==> src/rtl/ascon_pkg.sv <==
// Shared definitions for the Ascon-128 plaintext/ciphertext stream path:
// rate geometry, 10* padding constants and the packer state encoding.
package ascon_pkg;

  localparam int          RATE_BYTES = 8;
  localparam logic [7:0]  PAD_BYTE   = 8'h80;
  localparam logic [63:0] PAD_ONLY_BLOCK = {PAD_BYTE, 56'h0};

  typedef enum logic {FILL, PAD} pack_state_t;

  // Keep the first n lanes of acc (lane 0 = [63:56]), put PAD_BYTE in lane n,
  // zero everything after it. n == RATE_BYTES returns the full word.
  function automatic logic [63:0] pad_block(input logic [63:0] acc, input logic [3:0] n);
    logic [63:0] r;
    logic [3:0]  lane;
    r = '0;
    for (int i = 0; i < RATE_BYTES; i++) begin
      lane = 4'(i);
      if (lane < n)
        r[63-8*i -: 8] = acc[63-8*i -: 8];
      else if (lane == n)
        r[63-8*i -: 8] = PAD_BYTE;
    end
    return r;
  endfunction

endpackage

==> src/rtl/ascon_pad_packer.sv <==
// Packs a byte stream big-endian into 64-bit Ascon rate blocks, applies 10*
// padding and reports the real byte count of each block for later truncation.
module ascon_pad_packer
  import ascon_pkg::*;
(
  input  logic        clk,
  input  logic        rst,
  input  logic        s_tvalid,
  output logic        s_tready,
  input  logic [7:0]  s_tdata,
  input  logic        s_tlast,
  input  logic        empty_msg,
  output logic        m_tvalid,
  input  logic        m_tready,
  output logic [63:0] m_tdata,
  output logic        m_tlast,
  output logic [3:0]  m_bytes,
  output logic        busy
);

  pack_state_t state;
  logic [2:0]  cnt;
  logic [63:0] acc;
  logic [63:0] acc_wr;
  logic        out_free;
  logic        accept;

  assign out_free = !m_tvalid || m_tready;
  assign s_tready = (state == FILL) && out_free;
  assign accept   = s_tvalid && s_tready;
  assign busy     = (cnt != 3'd0) || (state == PAD) || m_tvalid;

  always_comb begin
    acc_wr = acc;
    for (int i = 0; i < RATE_BYTES; i++) begin
      if (3'(i) == cnt)
        acc_wr[63-8*i -: 8] = s_tdata;
    end
  end

  always_ff @(posedge clk) begin
    if (rst) begin
      state    <= FILL;
      cnt      <= 3'd0;
      acc      <= '0;
      m_tvalid <= 1'b0;
      m_tdata  <= '0;
      m_tlast  <= 1'b0;
      m_bytes  <= 4'd0;
    end else begin
      // A completed handshake frees the register; any load below re-arms it.
      if (m_tready)
        m_tvalid <= 1'b0;

      if (accept) begin
        if (cnt == 3'd7) begin
          m_tvalid <= 1'b1;
          m_tdata  <= acc_wr;
          m_tlast  <= 1'b0;
          m_bytes  <= 4'd8;
          cnt      <= 3'd0;
          acc      <= '0;
          if (s_tlast)
            state <= PAD;
        end else if (s_tlast) begin
          m_tvalid <= 1'b1;
          m_tdata  <= pad_block(acc_wr, {1'b0, cnt} + 4'd1);
          m_tlast  <= 1'b1;
          m_bytes  <= {1'b0, cnt} + 4'd1;
          cnt      <= 3'd0;
          acc      <= '0;
        end else begin
          acc <= acc_wr;
          cnt <= cnt + 3'd1;
        end
      end else if (state == PAD) begin
        if (out_free) begin
          m_tvalid <= 1'b1;
          m_tdata  <= PAD_ONLY_BLOCK;
          m_tlast  <= 1'b1;
          m_bytes  <= 4'd0;
          state    <= FILL;
        end
      end else if (empty_msg && cnt == 3'd0) begin
        // An empty message is just the pad-only block; park in PAD if the
        // output register is still occupied.
        if (out_free) begin
          m_tvalid <= 1'b1;
          m_tdata  <= PAD_ONLY_BLOCK;
          m_tlast  <= 1'b1;
          m_bytes  <= 4'd0;
        end else begin
          state <= PAD;
        end
      end
    end
  end

endmodule
==> config.mk <==
export PLATFORM = sky130hd
export DESIGN_NAME = ascon_pad_packer
export DESIGN_NICKNAME = d
export VERILOG_FILES = /design/src/rtl/ascon_pkg.sv /design/src/rtl/ascon_pad_packer.sv
export SDC_FILE = /design/constraint.sdc
export NUM_CORES = 1
export LEC_CHECK = 0
export CORE_MARGIN = 2
export CORE_UTILIZATION = 58
export CTS_BUF_LIST = sky130_fd_sc_hd__clkbuf_16
export DETAILED_ROUTE_END_ITERATION = 10
export PLACE_DENSITY = 0.84
export SLEW_MARGIN = 30
export SYNTH_ARGS = -nofsm -noshare
export SYNTH_HDL_FRONTEND = slang
export SYNTH_SLANG_ARGS = --single-unit
==> constraint.sdc <==
create_clock -name clk -period 6.2 [get_ports clk]
set_input_delay 0.62 -clock clk [delete_from_list [all_inputs] [get_ports clk]]
set_output_delay 0.62 -clock clk [all_outputs]
set_load 0.005 [all_outputs]
==> results of run 1 <==
## metal layers
metal | share of wire (%) | GRT usage [%] | vias to the layer above | wire (µm)
li1 | - | - | 2292 | -
met1 | 43 | 36.2 | 2328 | 6580
met2 | 48 | 45.8 | 222 | 7250
met3 | 6.7 | 5.74 | 32 | 1010
met4 | 2.1 | 10.8 | 0 | 314
met5 | 0 | 0 | - | 0
## cells in the final DEF (no fill, tap or decap), drive strengths merged, types with 4 or more instances in the layout
cell type	synthesis	routed
ha	8	8
dfxtp	138	138
a22oi	24	24
a32oi	23	23
buf	14	8
clkinvlp	0	4
o2bb2ai	40	40
clkdlybuf4s50	0	84
nor2b	13	13
o21ai	9	9
a21oi	14	14
clkbuf	36	17
nand3	23	23
clkinv	1	5
nor2	69	69
o21a	9	9
inv	9	10
nand2	29	29
mux2i	64	64
and2	17	17
mux2	24	24
## logic make-up (layout without fill, tap and decap cells)
family,after synthesis,after routing,synth area share (%)
buffers and inverters,60,130,4.24
adder cells (fa/ha/maj),8,8,1.70
AO/OA/AOI/OAI,136,136,17.9
flip-flops,138,138,46.8
multiplexers,88,88,15.6
AND/OR/NAND/NOR,166,166,13.7
## Yosys cell counts (all sizes together) (8+ instances only)
cell | count | area [µm²]
dfxtp | 138 | 2760
and2 | 17 | 106
o21a | 9 | 67.6
mux2i | 64 | 641
nor2 | 69 | 262
o21ai | 9 | 45.0
o2bb2ai | 40 | 350
inv | 9 | 33.8
nand3 | 23 | 115
ha | 8 | 100
a21oi | 14 | 70.1
a32oi | 23 | 201
mux2 | 24 | 282
nor2b | 13 | 81.3
clkbuf | 36 | 135
nand2 | 29 | 111
a22oi | 24 | 180
buf | 14 | 77.6
## area by class of cell
class | instances | area share [%]
clock buffers | 17 | 5.81
clock inverters | 11 | 1.50
inverters | 10 | 0.512
multi-input cells | 398 | 39.7
flip-flops and latches | 138 | 37.7
well taps | 133 | 2.27
repair buffers | 92 | 12.5
## per-stage QoR
| stage | utilization [%] | area, µm² |
|---|---|---|
| after floorplan | - | 5900 |
| after CTS | 74.6 | 7320 |
| after global placement | 68.8 | 6760 |
| final | 74.6 | 7330 |
| after global routing | 74.6 | 7330 |
| after detailed placement | 69.1 | 6790 |
## where the power goes
part / internal, W / switching (W)
Combinational: 0.0000622 / 0.000106
Clock: 0.000574 / 0.000351
Sequential: 0.000898 / 0.00000763
Total: 0.00153 / 0.000464
## sequential cells by signal, indices dropped and copies added, names as in the netlist
register,flops
m_tdata,64
acc,64
m_tvalid,1
m_bytes,4
m_tlast,1
state,1
cnt,3
## critical path, delay by kind of cell, from the launching register on
kind / cells / cell delay [ps]
compound gates: 2 / 800
simple gates: 2 / 750
fa+ha+maj: 2 / 720
flops: 1 / 410
buf+inv: 2 / 390
## worst paths after layout
kind | startpoint | endpoint | slack (ps) | cells past startpoint
min | m_tdata[9]$_SDFFE_PP0P_ | m_tdata[9]$_SDFFE_PP0P_ | 460 | 1
max reg2reg | cnt[0]$_SDFFE_PP0P_ | m_tdata[18]$_SDFFE_PP0P_ | 3050 | 8
min reg2reg | m_tdata[9]$_SDFFE_PP0P_ | m_tdata[9]$_SDFFE_PP0P_ | 460 | 1
max | cnt[0]$_SDFFE_PP0P_ | m_tdata[18]$_SDFFE_PP0P_ | 3050 | 8
==> impl_metrics.csv, run 1 <==
group,metric,value,unit
yosys,synth_edf_count,0,
sta,min_period,3150,ps
clock_tree,cts_max_path_buffers,2,
global_route,grt_usage,27.9,%
drt,viasPerCell,6.10,
sta,fin_hold_ws,457,ps
layout,finalNonFillerCells,799,
yosys,yosysWarnings,0,
layout,regArea,0.00276,mm²
global_route,overflow,0,
floorplanning,die_x,105,µm
setup_path,crit_type,"reg -> reg",
floorplanning,core_area,0.00982,mm²
placement,dp_hpwl,9.78,mm
sta,tns,0,ps
setup_path,worst-endpoint-arrival,3490,ps
power,total_power,0.00200,W
layout,antenna_cells,0,
yosys,ys_seq_elements,138,
setup_path,cp_cell_sequence,"ha_1, ha_1, nor2_2, nand3_1, a31oi_4, buf_8, buf_8, o2bb2ai_1",
drt,drtIter0Drc,374,
layout,drive_gt1_share,10.2,%
yosys,syn_nets,618,
floorplanning,io_pins,86,
floorplanning,fp.dieArea,0.0110,mm²
drt,post-route-drc-count,0,
setup_path,crit_slowest_cell,"a31oi_4",
drt,via_count,4874,
power,ir_worst_vdd,0.174,mV
placement,finalWeightedCongestion,0.913,
sta,slew_headroom,34.3,%
clock_tree,cts_sinks,138,
sta,slew_viol_final,0,
setup_path,critPathMaxFanout,17,
clock_tree,numCtsBuffers,17,
sta,worstMarginPinSlew,983,ps
yosys,synth_cell_types,51,
sta,fmax,317,MHz
yosys,synthArstFlopShare,0,%
sta,setup_slack,3050,ps
setup_path,max_stage_delay,670,ps
power,power_density,273,mW/mm²
floorplanning,rows,36,
yosys,synth_area,0.00590,mm²
layout,nets,679,
sta,rsz0062_at_grt,"no",
drt,wl_per_cell,19.0,µm
yosys,postSynthCellCount,596,
layout,syn_to_final_growth,24.2,%
setup_path,end_kind,"flop",
placement,io_buffers,85,
yosys,syn_avg_cell_area,9.90,µm²
clock_tree,ctsHtreeMaxLevel,4,
clock_tree,postCtsSetupBuffers,0,
sta,setup_viol,0,
global_route,grt_pass1_wl,24.3,mm
status,status,"finished clean",
global_route,first_global_vias,4679,
drt,wl,15.2,mm
clock_tree,cts_tree,"done",
global_route,grt_start_max_net_pins,69,
sta,finalHoldViolCount,0,
sta,fin_crit_sh,50.8,%
setup_path,cp-start-kind,"flop",
yosys,seq_area_frac_synth,46.8,%
drt,dr.pass1.iters,5,
clock_tree,cts-resized-gates,0,
min_path,hold_class,"reg -> reg",
floorplanning,start_util,60.1,%
global_route,antenna_found_initial,0,
layout,fill_cells,728,
drt,ant_nets,0,
clock_tree,holdBufCountCts,0,
sta,fin_skew,5.88,ps
yosys,synthFlopType,"dfxtp_1",
job,cap_violations,0,
power,p_leak,2.63,nW
placement,dp.cells,771,
clock_tree,clkTransAtPathRegs,50,ps
placement,place_ws,2830,ps
layout,multiInputGateArea,0.00291,mm²
clock_tree,insertion_delay,410,ps
clock_tree,clock-root-buffer,"clkbuf_16",
setup_path,required,6540,ps
floorplanning,die_h,105,µm
(Power assumes the default switching activity.)
==> inputs of run 2 (changes only) <==
Settings changed: CORE_UTILIZATION 58 to 49, PLACE_DENSITY 0.84 to 0.76.
Clock period 6.2 ns to 2.55 ns, I/O delays scaled along.
==> impl_metrics.csv, run 2 (synthesis gave the netlist of run 1 again) <==
group,metric,value,unit
global_route,grt_usage,25.1,%
placement,place_ws,202,ps
layout,antenna_cells,0,
power,power_frac_seq,42.8,%
setup_path,r2r-end,"acc[34]$_SDFFE_PP0P_",
floorplanning,die_h,114,µm
placement,dp.cells,812,
floorplanning,io_pins,86,
clock_tree,holdBufCountCts,0,
global_route,grt_pass1_wl,25.3,mm
global_route,antenna_found_initial,0,
layout,finalNonFillerCells,844,
power,switching_share,23.0,%
power,pwr-share-clk,48.6,%
setup_path,reg2reg_depth,8,
power,power_density,675,mW/mm²
layout,largest_registers,"acc: 64 flops, m_tdata: 64 flops, m_bytes: 4 flops",
sta,fmax,424,MHz
layout,stdcell_area,0.00761,mm²
layout,nets,706,
drt,via_count,4847,
power,p_leak,2.82,nW
setup_path,worst-endpoint-arrival,2710,ps
global_route,first_global_vias,4867,
sta,fin_crit_sh,92.4,%
sta,worstMarginPinSlew,748,ps
power,comb_power_share,8.6,%
setup_path,required,2910,ps
layout,drive_gt1_share,13.8,%
setup_path,cp-start-kind,"flop",
drt,wl,15.7,mm
sta,setup_slack,193,ps
floorplanning,rows,40,
sta,slew_headroom,50.0,%
sta,rsz0062_at_grt,"no",
global_route,overflow,0,
floorplanning,start_util,49.7,%
drt,dr.pass1.iters,4,
drt,post-route-drc-count,0,
clock_tree,cts_sinks,138,
sta,fin_skew,6.56,ps
placement,placed_area,0.00702,mm²
setup_path,crit_type,"reg -> reg",
sta,min_period,2360,ps
clock_tree,clock-root-buffer,"clkbuf_16",
layout,syn_to_final_growth,29.1,%
layout,most-common-layout-cells,"dfxtp_1 (138), clkdlybuf4s50_1 (84), nor2_1 (68)",
clock_tree,ctsHtreeMaxLevel,4,
job,cap_violations,0,
placement,finalWeightedCongestion,0.881,
layout,fill_cells,938,
global_route,grt_start_max_net_pins,42,
power,power.switching,0.00118,W
clock_tree,insertion_delay,430,ps
clock_tree,cts_max_path_buffers,2,
floorplanning,core_area,0.0119,mm²
min_path,hold_path_depth,2,
setup_path,end_kind,"flop",
setup_path,r2r-start,"cnt[0]$_SDFFE_PP0P_",
setup_path,ff2ff_setup_slack,190,ps
drt,viasPerCell,5.74,
status,status,"finished clean",
sta,finalHoldViolCount,0,
floorplanning,die_x,114,µm
sta,slew_viol_final,0,
power,total_power,0.00514,W
placement,dp_hpwl,10.3,mm
floorplanning,fp.dieArea,0.0129,mm²
drt,wl_per_cell,18.5,µm
clock_tree,clkTransAtPathRegs,60,ps
clock_tree,numCtsBuffers,17,
drt,drtIter0Drc,334,
placement,io_buffers,85,
min_path,worstHoldEndpoint,"m_tvalid$_SDFF_PP0_",
power,ir_worst_vdd,0.433,mV
sta,setup_viol,0,
min_path,hold_class,"in -> reg",
min_path,hold_start,"rst",
sta,tns,0,ps
layout,layout_commonest_cell,"dfxtp_1",
clock_tree,cts_tree,"done",
power,internal-power,0.00396,W
drt,ant_nets,0,
setup_path,critPathMaxFanout,34,
-- run 2: timing repair --
action / CTS / global route
endpoints found under the setup margin: 0 / 1
hold endpoints to repair: 0 / 0
gates resized for setup: 0 / 1
setup buffers: 0 / 0
-- run 2: how the worst max path moves through the flow --
stage / from / slack (ps) / end
after global routing: cnt[1]$_SDFFE_PP0P_ / 20 / m_tdata[53]$_SDFFE_PP0P_
after CTS: cnt[0]$_SDFFE_PP0P_ / 190 / m_tdata[63]$_SDFFE_PP0P_
after detailed placement: cnt[0]$_SDFFE_PP0P_ / 200 / m_tdata[63]$_SDFFE_PP0P_
after floorplan: cnt[0]$_SDFFE_PP0P_ / 360 / m_tdata[28]$_SDFFE_PP0P_
after global placement: cnt[0]$_SDFFE_PP0P_ / 200 / m_tdata[63]$_SDFFE_PP0P_
final: cnt[0]$_SDFFE_PP0P_ / 190 / acc[34]$_SDFFE_PP0P_
-- run 2: worst max-delay path: stages (launching register included) --
cell     delay, ps
dfxtp_1        350
ha_1           240
ha_1           230
buf_4          220
or2_2          460
nor3_4         270
buf_12         240
a32oi_1        120
nor2_1         140
-- run 2: through the flow --
| step | utilization, % | hold WS (ps) |
|---|---|---|
| after detailed placement | 59.2 | 445 |
| after CTS | 64.2 | 251 |
| after floorplan | - | 409 |
| after global routing | 64.2 | 272 |
| final | 64.2 | 255 |
| after global placement | 59.2 | 441 |
-- run 2: metal layers --
metal  global-route usage, %  routed length, µm  vias up
met5                       0                  0        -
li1                        -                  -     2339
met4                    9.76                233        0
met2                    39.2               7340      122
met1                    33.5               7300     2365
met3                    6.27                776       21
-- run 2: power by group through the flow --
stage          sequential, W  combinational (W)  clock (W)
2_1_floorplan        0.00224           0.000257          0
3_3_place_gp         0.00224           0.000429          0
3_5_place_dp         0.00225           0.000438          0
4_1_cts              0.00220           0.000441    0.00253
5_1_grt              0.00220           0.000475    0.00261
6_report             0.00220           0.000444    0.00250
-- run 2: area by class of cell --
type	count	area, µm²	share of cell area (%)
inverters	10	37.5	0.493
flip-flops and latches	138	2760	36.3
clock buffers	17	425	5.59
multi-input cells	398	2910	38.2
repair buffers	119	1130	14.8
well taps	147	184	2.42
clock inverters	15	168	2.20
==> inputs of run 3 (changes only) <==
Settings changed: CELL_PAD_IN_SITES_DETAIL_PLACEMENT set to 1, CELL_PAD_IN_SITES_GLOBAL_PLACEMENT set to 1, CORE_UTILIZATION 49 to 38, PLACE_DENSITY 0.76 to unset, PLACE_DENSITY_LB_ADDON set to 0.1, SETUP_SLACK_MARGIN set to 0.02.
==> impl_metrics.csv, run 3 (synthesis gave the netlist of run 1 again) <==
group,metric,value,unit
layout,antenna_cells,0,
layout,nets,709,
drt,dr.pass1.iters,4,
sta,setup_slack,157,ps
floorplanning,fp.dieArea,0.0165,mm²
setup_path,cp_cell_sequence,"inv_1, ha_1, nor2b_1, buf_4, nand2_1, clkdlybuf4s50_1",
sta,finalHoldViolCount,0,
drt,wl,17.6,mm
floorplanning,die_h,129,µm
power,ir_worst_vdd,0.424,mV
drt,viasPerCell,5.52,
setup_path,path_buf_inv,3,
clock_tree,postCtsSetupBuffers,0,
global_route,grt_usage,22.0,%
clock_tree,insertion_delay,420,ps
drt,via_count,4895,
layout,most-common-layout-cells,"dfxtp_1 (136), clkdlybuf4s50_1 (84), nor2_1 (68)",
sta,fin_crit_sh,93.8,%
sta,min_period,2390,ps
sta,setup_viol,0,
min_path,hold_path_depth,2,
status,status,"finished clean",
power,comb_power_share,9.3,%
setup_path,crit_type,"reg -> out",
sta,rsz0062_at_grt,"no",
power,switching_share,24.1,%
setup_path,max_stage_delay,500,ps
clock_tree,cts_tree,"done",
power,power_density,649,mW/mm²
setup_path,cp-start-kind,"flop",
setup_path,r2r-end,"m_tdata[24]$_SDFFE_PP0P_",
floorplanning,core_area,0.0152,mm²
clock_tree,holdBufCountCts,0,
power,p_leak,2.79,nW
placement,dp.cells,856,
setup_path,end_kind,"output port",
power,power_frac_seq,44.4,%
layout,largest_registers,"acc: 64 flops, m_tdata: 64 flops, m_bytes: 4 flops",
floorplanning,io_pins,86,
clock_tree,cts_max_path_buffers,2,
layout,final_util,50.3,%
clock_tree,cts-resized-gates,0,
setup_path,required,2300,ps
clock_tree,clock-root-buffer,"clkbuf_16",
clock_tree,ctsHtreeMaxLevel,4,
min_path,worstHoldEndpoint,"acc[41]$_SDFFE_PP0P_",
sta,fin_skew,4.74,ps
layout,layout_commonest_cell,"dfxtp_1",
drt,post-route-drc-count,0,
min_path,hold_start,"rst",
global_route,grt_pass1_wl,27.8,mm
clock_tree,cts_sinks,138,
setup_path,cp_top_family,"buffers and inverters",
setup_path,ff2ff_setup_slack,290,ps
setup_path,critPathMaxFanout,12,
layout,finalNonFillerCells,887,
sta,fmax,418,MHz
drt,ant_nets,0,
setup_path,worst-endpoint-arrival,2140,ps
layout,syn_to_final_growth,29.7,%
setup_path,crit_slowest_cell,"clkdlybuf4s50_1",
placement,io_buffers,85,
job,cap_violations,0,
placement,finalWeightedCongestion,0.930,
clock_tree,clkTransAtPathRegs,60,ps
sta,tns,0,ps
setup_path,reg2reg_depth,7,
global_route,first_global_vias,5108,
drt,drtIter0Drc,207,
setup_path,r2r-start,"cnt[0]$_SDFFE_PP0P_",
global_route,grt_start_max_net_pins,42,
sta,slew_headroom,54.9,%
clock_tree,numCtsBuffers,17,
drt,wl_per_cell,19.9,µm
global_route,overflow,0,
global_route,antenna_found_initial,0,
power,power.switching,0.00120,W
power,internal-power,0.00376,W
placement,dp_hpwl,12.1,mm
floorplanning,rows,45,
sta,slew_viol_final,0,
sta,worstMarginPinSlew,672,ps
floorplanning,die_x,129,µm
layout,drive_gt1_share,14.2,%
min_path,hold_class,"in -> reg",
placement,place_ws,195,ps
layout,fill_cells,1688,
power,pwr-share-clk,46.3,%
floorplanning,start_util,38.8,%
==> run 3: cell types whose count changed in the layout (fill, tap and decap cells not counted), moves of 2 or more <==
cell and change:
inv_1 -4, buf_4 +3, clkinv_1 +5, dfxtp_2 +2
bufinv_16 -2, dfxtp_1 -2
==> run 3: per-layer routing <==
metal	share of wire (%)	GRT usage (%)	wire length [µm]	up-vias
li1	-	-	-	2345
met2	48	36.2	8520	105
met4	1.8	8.82	312	0
met5	0	0	0	-
met1	46	28.5	8130	2421
met3	3.9	4.16	681	24
==> run 3: worst max-delay path by stage <==
stage                             start  cells past startpoint                        to
finish              cnt[0]$_SDFFE_PP0P_                      6                      busy
global route        cnt[0]$_SDFFE_PP0P_                      6                      busy
CTS                 cnt[0]$_SDFFE_PP0P_                      6                      busy
detailed placement  cnt[0]$_SDFFE_PP0P_                      6  m_tdata[63]$_SDFFE_PP0P_
global placement    cnt[0]$_SDFFE_PP0P_                      6  m_tdata[63]$_SDFFE_PP0P_
floorplan           cnt[0]$_SDFFE_PP0P_                      8  m_tdata[28]$_SDFFE_PP0P_
==> run 3: stage by stage <==
| stage | power, W | cell area, µm² | hold slack (ps) |
|---|---|---|---|
| after floorplan | 0.00250 | 5900 | 409 |
| after global placement | 0.00270 | 7090 | 440 |
| after detailed placement | 0.00271 | 7090 | 447 |
| after CTS | 0.00500 | 7630 | 171 |
| after global routing | 0.00515 | 7650 | 182 |
| final | 0.00496 | 7650 | 189 |
==> run 3: cell type report <==
class	instances	area, µm²	area share (%)
repair buffers	122	1150	15.0
flip-flops and latches	138	2770	36.2
inverters	10	37.5	0.491
well taps	188	235	3.08
clock buffers	17	425	5.56
clock inverters	14	114	1.49
multi-input cells	398	2920	38.2
==> run 3: power by group through the flow <==
stage,registers [W],clock network (W),logic [W]
4_1_cts,0.00220,0.00234,0.000462
6_report,0.00220,0.00230,0.000461
2_1_floorplan,0.00224,0,0.000257
3_3_place_gp,0.00225,0,0.000452
5_1_grt,0.00220,0.00245,0.000494
3_5_place_dp,0.00225,0,0.000460
